===== src/rtl/seven_scan_mux.sv =====
// Time-multiplexed seven-segment driver: scans DIGITS digits with a prescaled
// refresh, PWM brightness per slot, leading-zero blanking, blink and hex decode.
module seven_scan_mux #(
  parameter int DIGITS       = 4,
  parameter int PRESCALE     = 1,
  parameter int BRIGHT_W     = 3,
  parameter int BLINK_FRAMES = 250
) (
  input  logic                       clk,
  input  logic                       reset_n,
  input  logic [4*DIGITS-1:0]        big_bin,
  input  logic [DIGITS-1:0]          dp_in,
  input  logic                       blank_lz,
  input  logic [DIGITS-1:0]          blink_mask,
  input  logic [BRIGHT_W-1:0]        brightness,
  output logic [DIGITS-1:0]          AN,
  output logic [6:0]                 seg,
  output logic                       dp,
  output logic [3:0]                 small_bin,
  output logic [$clog2(DIGITS)-1:0]  digit_idx
);

  localparam int IDX_W = $clog2(DIGITS);
  localparam int PRE_W = (PRESCALE > 1) ? $clog2(PRESCALE) : 1;
  localparam int FR_W  = (BLINK_FRAMES > 1) ? $clog2(BLINK_FRAMES) : 1;

  localparam logic [PRE_W-1:0]    PRE_MAX = PRE_W'(PRESCALE - 1);
  localparam logic [BRIGHT_W-1:0] SUB_MAX = '1;
  localparam logic [IDX_W-1:0]    IDX_MAX = IDX_W'(DIGITS - 1);
  localparam logic [FR_W-1:0]     FR_MAX  = FR_W'(BLINK_FRAMES - 1);

  logic [PRE_W-1:0]    pre_cnt_q, pre_cnt_d;
  logic [BRIGHT_W-1:0] sub_cnt_q, sub_cnt_d;
  logic [IDX_W-1:0]    scan_idx_q, scan_idx_d;
  logic [FR_W-1:0]     frame_cnt_q, frame_cnt_d;
  logic                blink_phase_q, blink_phase_d;

  logic [DIGITS-1:0]   an_q, an_d;
  logic [6:0]          seg_q, seg_d;
  logic                dp_q, dp_d;
  logic [3:0]          small_bin_q, small_bin_d;
  logic [IDX_W-1:0]    digit_idx_q, digit_idx_d;

  logic                tick;
  logic                slot_end;
  logic                frame_end;
  logic [3:0]          cur_nib;
  logic                cur_dp_req;
  logic                cur_blink;
  logic                upper_zero;
  logic                lz_blank;
  logic                lit;

  function automatic logic [6:0] hex_to_seg(input logic [3:0] nib);
    logic [6:0] s;
    case (nib)
      4'h0: s = 7'b1000000;
      4'h1: s = 7'b1111001;
      4'h2: s = 7'b0100100;
      4'h3: s = 7'b0110000;
      4'h4: s = 7'b0011001;
      4'h5: s = 7'b0010010;
      4'h6: s = 7'b0000010;
      4'h7: s = 7'b1111000;
      4'h8: s = 7'b0000000;
      4'h9: s = 7'b0010000;
      4'ha: s = 7'b0001000;
      4'hb: s = 7'b0000011;
      4'hc: s = 7'b1000110;
      4'hd: s = 7'b0100001;
      4'he: s = 7'b0000110;
      default: s = 7'b0001110;
    endcase
    return s;
  endfunction

  // Scan timing chain: prescaler -> PWM sub-slot -> digit -> blink frame.
  always_comb begin
    tick          = (pre_cnt_q == PRE_MAX);
    slot_end      = tick && (sub_cnt_q == SUB_MAX);
    frame_end     = slot_end && (scan_idx_q == IDX_MAX);

    pre_cnt_d     = tick ? '0 : pre_cnt_q + 1'b1;
    sub_cnt_d     = tick ? sub_cnt_q + 1'b1 : sub_cnt_q;
    scan_idx_d    = scan_idx_q;
    frame_cnt_d   = frame_cnt_q;
    blink_phase_d = blink_phase_q;

    if (slot_end) begin
      scan_idx_d = (scan_idx_q == IDX_MAX) ? '0 : scan_idx_q + 1'b1;
    end
    if (frame_end) begin
      if (frame_cnt_q == FR_MAX) begin
        frame_cnt_d   = '0;
        blink_phase_d = ~blink_phase_q;
      end else begin
        frame_cnt_d = frame_cnt_q + 1'b1;
      end
    end
  end

  // Per-digit selection; a digit is a leading zero when it and every digit
  // above it are zero.
  always_comb begin
    cur_nib    = 4'h0;
    cur_dp_req = 1'b0;
    cur_blink  = 1'b0;
    upper_zero = 1'b1;
    for (int i = 0; i < DIGITS; i++) begin
      if (scan_idx_q == IDX_W'(i)) begin
        cur_nib    = big_bin[4*i +: 4];
        cur_dp_req = dp_in[i];
        cur_blink  = blink_mask[i];
      end
      if ((i >= int'(scan_idx_q)) && (big_bin[4*i +: 4] != 4'h0)) begin
        upper_zero = 1'b0;
      end
    end
    lz_blank = blank_lz && (scan_idx_q != '0) && upper_zero;
    lit      = (sub_cnt_q <= brightness) && !(cur_blink && blink_phase_q) && !lz_blank;
  end

  always_comb begin
    digit_idx_d = scan_idx_q;
    small_bin_d = cur_nib;
    an_d        = '1;
    seg_d       = 7'b1111111;
    dp_d        = 1'b1;
    if (lit) begin
      an_d  = ~(DIGITS'(1) << scan_idx_q);
      seg_d = hex_to_seg(cur_nib);
      dp_d  = ~cur_dp_req;
    end
  end

  always_ff @(posedge clk or negedge reset_n) begin
    if (!reset_n) begin
      pre_cnt_q     <= '0;
      sub_cnt_q     <= '0;
      scan_idx_q    <= '0;
      frame_cnt_q   <= '0;
      blink_phase_q <= 1'b0;
      an_q          <= '1;
      seg_q         <= 7'b1111111;
      dp_q          <= 1'b1;
      small_bin_q   <= 4'h0;
      digit_idx_q   <= '0;
    end else begin
      pre_cnt_q     <= pre_cnt_d;
      sub_cnt_q     <= sub_cnt_d;
      scan_idx_q    <= scan_idx_d;
      frame_cnt_q   <= frame_cnt_d;
      blink_phase_q <= blink_phase_d;
      an_q          <= an_d;
      seg_q         <= seg_d;
      dp_q          <= dp_d;
      small_bin_q   <= small_bin_d;
      digit_idx_q   <= digit_idx_d;
    end
  end

  assign AN        = an_q;
  assign seg       = seg_q;
  assign dp        = dp_q;
  assign small_bin = small_bin_q;
  assign digit_idx = digit_idx_q;

endmodule

===== config.mk =====
export PLATFORM = sky130hd
export DESIGN_NAME = seven_scan_mux
export DESIGN_NICKNAME = d
export VERILOG_FILES = /design/src/rtl/seven_scan_mux.sv
export SDC_FILE = /design/constraint.sdc
export NUM_CORES = 1
export LEC_CHECK = 0
export ABC_CLOCK_PERIOD_IN_PS = 2990
export BUFFER_PORTS_ARGS = -buffer_cell sky130_fd_sc_hd__buf_4
export CORE_ASPECT_RATIO = 1.5
export CORE_MARGIN = 10
export CORE_UTILIZATION = 25
export CTS_BUF_LIST = sky130_fd_sc_hd__clkbuf_4
export CTS_CLUSTER_DIAMETER = 200
export DETAILED_ROUTE_END_ITERATION = 10
export SYNTH_ARGS = -nofsm -noshare
export SYNTH_HDL_FRONTEND = slang
export SYNTH_SLANG_ARGS = --single-unit

===== constraint.sdc =====
create_clock -name clk -period 2.99 [get_ports clk]
set_input_delay 0.598 -clock clk [delete_from_list [all_inputs] [get_ports clk]]
set_output_delay 0.598 -clock clk [all_outputs]
set_load 0.05 [all_outputs]

# Word level (Yosys, flattened, before mapping)
# Memory sizes are Yosys's and may differ from the RTL's.
# Index checks and enable logic that the tools add are counted.
word_totals:
  register_bits: 33
  romBits: 112
  inputBits: 30
  output_inout_bits: 18
  word_cells: 70
  n_memories: 1
memory_table:
  columns: ["memory", "words", "word_bits", "rd", "rd_ports_with_merged_regs", "wr", "line_no", "source"]
  rows:
  - ["(name not given)", 16, 7, 1, 0, 0, "56", "case (nib)"]
op_classes:
  addsub: 4
  magnitude_cmp: 4
  n_eq_ne: 5
  n_shift: 1
  mux: 22
  n_bitwise: 4
  reduce_logical: 19
ops:
  columns: ["op", "n"]
  rows:
  - ["$mux W4", 5]
  - ["$reduce_bool A4 Y1", 4]
  - ["$mux W1", 14]
  - ["$logic_and A1 B1 Y1", 10]
  - ["$add A8 B1 Y8 const B", 1]
  - ["$eq A8 B8 Y1 const B", 1]
  - ["$mux W8", 1]
  - ["$mux W7", 1]
  - ["$eq A2 B2 Y1 const B", 2]
  - ["$ge A1 B2 Y1 const A", 2]
  - ["$not A4 Y4", 1]
  - ["$shl A1 B2 Y4 const A", 1]
  - ["$add A3 B1 Y3 const B", 1]
  - ["$eq A3 B3 Y1 const B", 1]
  - ["$le A3 B3 Y1", 1]
  - ["$not A1 Y1", 3]
  - ["$add A2 B1 Y2 const B", 1]
  - ["$eq A2 B1 Y1 const B", 1]
  - ["$ge A2 B2 Y1 const A", 1]
  - ["$logic_not A1 Y1", 2]
  - ["$logic_not A2 Y1", 1]
  - ["$mux W2", 1]
  - ["$reduce_and A2 Y1", 1]
  - ["$reduce_bool A2 Y1", 1]
  - ["$add A1 B1 Y1 const B", 1]

# Depth between registers and ports, before layout
# Gate-level depths: netlist of the first run.
depth:
  ltp_word: 10
  depth_mapped: 10
  mapped_depth_nobuf: 9

# Least setup slack after synthesis of the first run
# No wires, ideal clock.
synth_path:
  kind: "register to register"
  from: "reg scan_idx_q[0] (netlist: digit_idx_d[0])"
  to: "reg seg_q[0] (netlist: seg[0])"
  setup_ns: 0.085
  arrival_time_ns: 2.016
  t_required_ns: 2.905
  setup_slack_ns: 0.889
  path_stages_with_launch: 10
  path_buffers: 1
  synth_period_minus_slack_ns: 2.101
  path_cell_list: "dfrtp_1 -> inv_1 -> ha_1 -> buf_6 -> nand2b_1 -> o221ai_1 -> inv_1 -> ha_1 -> nor3_1 -> o31ai_2"
synth_between:
  elab_cells_between_ends: 32
synth_rtl:
  columns: ["item", "line_no", "source"]
  rows:
  - ["start, declared", "34", "logic [IDX_W-1:0] scan_idx_q, scan_idx_d;"]
  - ["start signal, assigned", "151", "scan_idx_q <= scan_idx_d;"]
  - ["$logic_not A2 Y1", "110", "if (scan_idx_q == IDX_W'(i)) begin"]
  - ["$mux W4 (3 in a row)", "110", null]
  - ["$mux W4 *", "110", null]
  - ["net cur_nib[0]", "47", "logic [3:0] cur_nib;"]
  - ["$mem_v2 Z16 W7 *", null, null]
  - ["$mux W7 *", "129", "if (lit) begin"]
  - ["net seg_d[0]", "39", "logic [6:0] seg_q, seg_d;"]
  - ["end signal, assigned", "155", "seg_q <= seg_d;"]
  - ["end, declared", "39", null]
# The timed path passes the listed nets; every way through them passes the cells marked *.
# A chain may end at the register's enable or synchronous reset.

# Worst setup path after layout of the first run
# Ends and elaborated chain as after synthesis.

==> results of run 1 <==
-- worst max-delay path: cells and delay by family (launching register included) --
kind                     cells  cell delay [ns]
buffers and inverters        1             0.17
AND/OR/NAND/NOR              2             0.53
AO/OA/AOI/OAI                2             0.63
flip-flops                   1             0.44
adder cells (fa/ha/maj)      2             0.70
-- metrics by stage --
step / cells / hold slack (ns) / setup slack (ns)
3_5_place_dp: 326 / 0.4510 / 0.4689
5_1_grt: 334 / 0.1983 / 0.1842
4_1_cts: 334 / 0.1868 / 0.4376
3_3_place_gp: 326 / 0.4331 / 0.5692
2_1_floorplan: 182 / 0.3024 / 0.8893
6_report: 334 / 0.1853 / 0.4456
-- metal layers --
| metal | GRT usage | vias up | wire length (µm) |
|---|---|---|---|
| li1 | - | 739 | - |
| met1 | 0.1021 | 691 | 2067 |
| met2 | 0.1304 | 45 | 2074 |
| met3 | 0.02455 | 7 | 299 |
| met4 | 0.04229 | 0 | 93 |
| met5 | 0 | - | 0 |
-- final timing paths --
check                                      startpoint                      to
max in group asynchronous                     reset_n         AN[3]$_DFF_PN1_
setup reg to reg           digit_idx_d[0]$_DFFE_PN0N_        seg[0]$_DFF_PN1_
hold reg to reg                sub_cnt_q[0]$_DFF_PN0_  sub_cnt_q[0]$_DFF_PN0_
setup / recovery           digit_idx_d[0]$_DFFE_PN0N_        seg[0]$_DFF_PN1_
hold / removal                                reset_n  small_bin[1]$_DFF_PN0_
min in group clk               sub_cnt_q[0]$_DFF_PN0_  sub_cnt_q[0]$_DFF_PN0_
-- power groups by stage --
stage,sequential [mW],combinational (mW),clock [mW]
after floorplan,0.520,0.0446,0
after global placement,0.468,0.173,0
after detailed placement,0.468,0.173,0
after CTS,0.460,0.174,0.263
after global routing,0.461,0.186,0.283
final,0.459,0.172,0.254
-- area by class of cell --
| class | count | area, µm² |
|---|---|---|
| fill | 775 | 4880 |
| clock buffer | 7 | 52.55 |
| tap | 100 | 125.1 |
| sequential | 32 | 815.8 |
| clock inverter | 1 | 3.754 |
| inverter | 14 | 55.05 |
| timing repair buffer | 49 | 367.9 |
| multi-input combinational | 131 | 927.1 |
-- synth_stat cells, types with 2 or more instances --
master,instances
xor2_1,4
nand2_1,22
inv_1,12
buf_6,4
o211ai_1,7
o221ai_1,2
nor3_1,3
ha_1,18
dfstp_2,12
mux2i_1,2
o21ai_0,10
nor2_1,11
dfrtp_1,20
nand3_1,10
nor4_1,2
nand2b_1,2
a21oi_1,7
nand3b_1,4
-- registers in the layout (all words and copies together) (netlist names) --
signal,count
blink_phase_q,1
sub_cnt_q,3
small_bin,4
digit_idx,2
frame_cnt_q,8
AN,4
seg,7
digit_idx_d,2
dp,1
-- cell families (layout without fill, tap and decap cells) --
| logic type | Yosys count | count (layout) |
|---|---|---|
| buf+inv | 19 | 71 |
| compound gates | 37 | 37 |
| xor+xnor | 5 | 5 |
| mux | 3 | 3 |
| simple gates | 68 | 68 |
| fa+ha+maj | 18 | 18 |
| flops | 32 | 32 |
==> metrics.md, run 1 <==
| Metric | Value |
|---|---|
| Largest family of logic cells by synthesized area | simple AND/OR/NAND/NOR gates |
| Worst reg-to-reg setup slack | 0.45 ns |
| Num ports | 48 |
| Pleak | 1.064 nW |
| Worst-path clk slew | 0.10 ns |
| Die width | 90.25 µm |
| Simple-gate share of the synthesized area | 0.1995 |
| Worst path cell trace | ha_1, nand2b_1, o221ai_1, inv_1, ha_1, nor3_1, o31ai_2 |
| Via density | 4.437 |
| Maximum resistive drop on vdd | 109.6 µV |
| IO buf count | 47 |
| Most used cell, CP | ha_1 |
| Worst R2R Path Depth | 7 |
| Routed Antenna Nets | 0 |
| Sequential share of power | 0.519 |
| Setup TNS | 0 ns |
| PD cells | 377.0 mW/mm² |
| FMAX | 0.3930 GHz |
| First-pass DRT Iterations | 4 |
| CTS root buf | clkbuf_4 |
| Largest net degree at the start of global routing | 33 |
| Outcome | finished, final reports clean |
| Ys flop type | dfrtp_1 |
| GRT overflow | 0 |
| Setup violations, final | 0 |
| Initial Util | 0.2561 |
| CTS tree | done |
| Synth Area in XOR/XNOR | 0.02366 |
| Vias in the first global route | 1572 |
| Finished Cell Area | 0.002347 mm² |
| GP Congestion | 0.7870 |
| # hold bufs at CTS | 0 |
| Number of max-cap violations | 0 |
| Resize count post-CTS | 0 |
| Worst path slowest cell | o221ai_1 |
| Final Hold Fails | 0 |
| DIE HEIGHT | 125.4 µm |
| Clk Latency, worst-skew pair | 0.33 ns |
| Commonest non-fill, non-tap cells in the layout | 49 x buf_4, 22 x nand2_1, 20 x dfrtp_1 |
| Delay of the slowest cell on the worst path | 0.55 ns |
| Synth Instances | 182 |
| NumNets Final | 281 |
| Pint | 0.6286 mW |
| Synth top area cells | dfrtp_1 27%, dfstp_2 17%, ha_1 12% |
| Pins Over Slew Limit | 0 |
| Critical path arrival | 2.81 ns |
| Post-synthesis compound-gate area fraction | 0.1393 |
| Slew headroom | 0.5772 |
| Final HPWL DP | 3605 µm |
| GRT Total Usage | 0.08357 |
| Register area share after synthesis | 0.4408 |
| Power Total | 0.8850 mW |
| Seq cells post-synth | 32 |
| Yosys cell types | 48 |
| H-tree lvl count | 2 |
| Critical path class | flip-flop to flip-flop |
| CTS Sinks | 32 |
| Wire per inst | 13.57 µm |
| Crit. End Element | flip-flop |
| Mapped Avg Cell Area | 10.17 µm² |
| Crit Path Max Fanout | 16 |
| Synth area leader | dfrtp_1 |
| First DRT Iteration DRCs | 83 |
| Die footprint | 0.01131 mm² |
| Utilization after layout | 0.3248 |
| Sw Share | 0.2897 |
| Multiplexer share of the synthesized area | 0.01690 |
| Post-synth EDFFs | 0 |
| Vias | 1482 |
| Tcrit/Tclk final | 0.8510 |
| Initial antenna violation count | 0 |
| Fraction of registers with async set or reset after synthesis | 1.000 |
| First-pass GRT wire length | 7797 µm |
| Worst hold path type | input port to async pin |
| Mapped cell area | 0.001851 mm² |
| Detailed Route WL | 4534 µm |
| Adder-Cell Fraction of Synth Area | 0.1217 |
| TritonCTS buffer count | 5 |
| Skew final | 0.006207 ns |
| Commonest non-fill, non-tap cell in the layout | buf_4 |
| Synth top area share | 0.2705 |
| Synth Warn # | 0 |
| Unrepaired setup endpoints after global routing | false |
| Longest Clk Path Bufs | 2 |
| Synth Net Count | 230 |
| Post-CTS Setup Inserts | 0 |
| Worst-Margin Slew | 0.6342 ns |
| Core Area | 0.007227 mm² |
| Final worst path period need | 2.544 ns |
| Clk pwr share | 0.287 |
| Gate power share | 0.194 |
| Critical Path RT | 3.25 ns |
| Area after DPL | 0.002291 mm² |
| Layout cells sized above 1 | 0.3462 |
| Worst setup SP type | flip-flop |
| Row cnt | 38 |
| Ant. Diodes | 0 |
| Area grow syn2layout | 26.84% |
| # DRC | 0 |
| Psw | 0.2564 mW |
No activity file was read; power rests on OpenSTA's default activity.
==> inputs of run 2 (changes only) <==
--- a/config.mk
+++ b/config.mk
@@ -9,10 +9,11 @@
 export BUFFER_PORTS_ARGS = -buffer_cell sky130_fd_sc_hd__buf_4
 export CORE_ASPECT_RATIO = 1.5
 export CORE_MARGIN = 10
-export CORE_UTILIZATION = 25
+export CORE_UTILIZATION = 30
 export CTS_BUF_LIST = sky130_fd_sc_hd__clkbuf_4
 export CTS_CLUSTER_DIAMETER = 200
 export DETAILED_ROUTE_END_ITERATION = 10
+export REMOVE_ABC_BUFFERS = 1
 export SYNTH_ARGS = -nofsm -noshare
 export SYNTH_HDL_FRONTEND = slang
 export SYNTH_SLANG_ARGS = --single-unit
==> run 2 against run 1 <==
Against the previous run: sequential share of layout area increased by 0.55 points; total power decreased by 0.56%; fmax decreased by 0.91%.
==> metrics.md, run 2 (synthesis gave the netlist of run 1 again) <==
| Metric | Value |
|---|---|
| Die width | 84.13 µm (-6.8%) |
| Critical R2R Launch | digit_idx_d[0]$_DFFE_PN0N_ |
| Crit Path Max Fanout | 16 (unchanged) |
| Largest net degree at the start of global routing | 33 (unchanged) |
| Initial antenna violation count | 0 (unchanged) |
| NumNets Final | 280 (-0.36%) |
| H-tree lvl count | 2 (unchanged) |
| Finished Cell Area | 0.002311 mm² (-1.5%) |
| Setup TNS | 0 ns (unchanged) |
| # hold bufs at CTS | 0 (unchanged) |
| IO buf count | 47 (unchanged) |
| Commonest non-fill, non-tap cell in the layout | buf_4 |
| Worst setup SP type | flip-flop |
| # DRC | 0 (unchanged) |
| Setup violations, final | 0 (unchanged) |
| Critical path arrival | 2.82 ns (about the same) |
| CP Depth | 7 (unchanged) |
| Sequential share of power | 0.522 (+0.003) |
| Crit. End Element | flip-flop |
| Tcrit/Tclk final | 0.8588 (+0.007800) |
| Pins Over Slew Limit | 0 (unchanged) |
| Final worst path period need | 2.568 ns (+0.02332 ns) |
| FMAX | 0.3894 GHz (-0.91%) |
| Final Hold Fails | 0 (unchanged) |
| Maximum resistive drop on vdd | 149.3 µV (+36%) |
| Number of max-cap violations | 0 (unchanged) |
| Row cnt | 35 (-7.9%) |
| Worst hold path type | input port to async pin |
| DIE HEIGHT | 116.2 µm (-7.3%) |
| First DRT Iteration DRCs | 79 (-4.8%) |
| TritonCTS buffer count | 5 (unchanged) |
| Clk Latency, worst-skew pair | 0.35 ns (+0.02 ns) |
| Die footprint | 0.009774 mm² (-14%) |
| Core Area | 0.006087 mm² (-16%) |
| Most used cell, CP | ha_1 |
| Wire per inst | 13.73 µm (+1.1%) |
| Area after DPL | 0.002251 mm² (-1.7%) |
| Worst path slowest cell | o221ai_1 |
| Reg-to-Reg End | seg[0]$_DFF_PN1_ |
| Pleak | 1.062 nW (-0.23%) |
| Layout cells sized above 1 | 0.3476 (+0.001486) |
| Gate power share | 0.192 (-0.002) |
| Outcome | finished, final reports clean |
| Power Total | 0.8800 mW (-0.56%) |
| Critical path's top delay family | adder cells |
| Worst hold slack | 0.1645 ns (-0.02085 ns) |
| Clk pwr share | 0.286 (about the same) |
| Skew final | 0.02125 ns (+0.01505 ns) |
| Routed Antenna Nets | 0 (unchanged) |
| Unrepaired setup endpoints after global routing | false |
| GP Congestion | 0.8296 (+5.4%) |
| Initial Util | 0.3040 (+0.04795) |
| GRT Total Usage | 0.09247 (+0.008903) |
| CTS tree | done |
| Post-CTS Setup Inserts | 0 (unchanged) |
| Max reg flops | 8 (unchanged) |
| Via density | 4.701 (+6.0%) |
| Worst path cell trace | ha_1, nand2b_1, o221ai_1, inv_1, ha_1, nor3_1, o31ai_2 |
| Final HPWL DP | 3426 µm (-5.0%) |
| Worst R2R Path Depth | 7 (unchanged) |
| CTS Sinks | 32 (unchanged) |
| Critical Path RT | 3.25 ns (about the same) |
| GRT overflow | 0 (unchanged) |
| CTS root buf | clkbuf_4 |
| Detailed Route WL | 4229 µm (-6.7%) |
| Commonest non-fill, non-tap cells in the layout | 48 x buf_4, 22 x nand2_1, 20 x dfrtp_1 |
| Vias | 1448 (-2.3%) |
| Buf/Inv on CP | 1 (unchanged) |
| Resize count post-CTS | 0 (unchanged) |
| Vias in the first global route | 1505 (-4.3%) |
| Slew headroom | 0.5564 (-0.02084) |
| Num ports | 48 (unchanged) |
| First-pass DRT Iterations | 4 (unchanged) |
| PD cells | 380.8 mW/mm² (+1.0%) |
| Worst-path clk slew | 0.11 ns (about the same) |
| First-pass GRT wire length | 7341 µm (-5.8%) |
| Psw | 0.2513 mW (-2.0%) |
| Pint | 0.6287 mW (about the same) |
| Longest Clk Path Bufs | 2 (unchanged) |
| Register with the highest flop count | frame_cnt_q |
| Worst reg-to-reg setup slack | 0.42 ns (-0.02 ns) |
| Delay of the slowest cell on the worst path | 0.57 ns (+0.02 ns) |
| Sw Share | 0.2856 (-0.004186) |
| Area grow syn2layout | 24.88% |
| Worst-Margin Slew | 0.6654 ns (+0.03125 ns) |
| Critical path class | flip-flop to flip-flop |
-- run 2: how the worst max path moves through the flow --
stage	from	to	slack [ns]
3_5_place_dp	digit_idx_d[0]$_DFFE_PN0N_	seg[0]$_DFF_PN1_	0.46
6_report	digit_idx_d[0]$_DFFE_PN0N_	seg[0]$_DFF_PN1_	0.42
4_1_cts	digit_idx_d[0]$_DFFE_PN0N_	seg[0]$_DFF_PN1_	0.43
5_1_grt	digit_idx_d[0]$_DFFE_PN0N_	seg[0]$_DFF_PN1_	0.12
2_1_floorplan	digit_idx_d[0]$_DFFE_PN0N_	seg[0]$_DFF_PN1_	0.76
3_3_place_gp	digit_idx_d[0]$_DFFE_PN0N_	seg[0]$_DFF_PN1_	0.57
-- run 2: worst register-to-register path, cell delays in order (launching register included) --
cell and delay, ns:
dfrtp_1 0.44, ha_1 0.39, nand2b_1 0.27, o221ai_1 0.57, inv_1 0.18, ha_1 0.30
nor3_1 0.24, o31ai_2 0.08
-- run 2: final cells by class --
| cell class | instances | area [µm²] |
|---|---|---|
| antenna | 1 | 2.502 |
| clock buffer | 7 | 52.55 |
| clock inverter | 1 | 5.005 |
| fill | 615 | 3776 |
| inverter | 14 | 55.05 |
| multi-input combinational | 131 | 927.1 |
| sequential | 32 | 815.8 |
| tap | 74 | 92.59 |
| timing repair buffer | 48 | 360.3 |
-- run 2: per-stage QoR --
step | std cells | utilization | setup WS [ns]
after global routing | 307 | 0.3792 | 0.1229
after detailed placement | 299 | 0.3698 | 0.4574
after CTS | 307 | 0.3792 | 0.4278
after global placement | 299 | 0.3698 | 0.5696
after floorplan | 177 | - | 0.7630
final | 308 | 0.3797 | 0.4222
-- run 2: metal layers --
metal  wire, µm  global-route usage  up-vias
met4        152             0.06271        0
met5          0                   0        -
li1           -                   -      744
met2       1870              0.1394       42
met1       1966              0.1135      652
met3        239             0.02303       10
-- run 2: power groups by stage --
stage          sequential, mW  clock, mW  combinational, mW
4_1_cts                 0.459      0.263              0.172
6_report                0.459      0.252              0.169
3_3_place_gp            0.467          0              0.172
2_1_floorplan           0.521          0             0.0429
5_1_grt                 0.461      0.288              0.184
3_5_place_dp            0.467          0              0.172
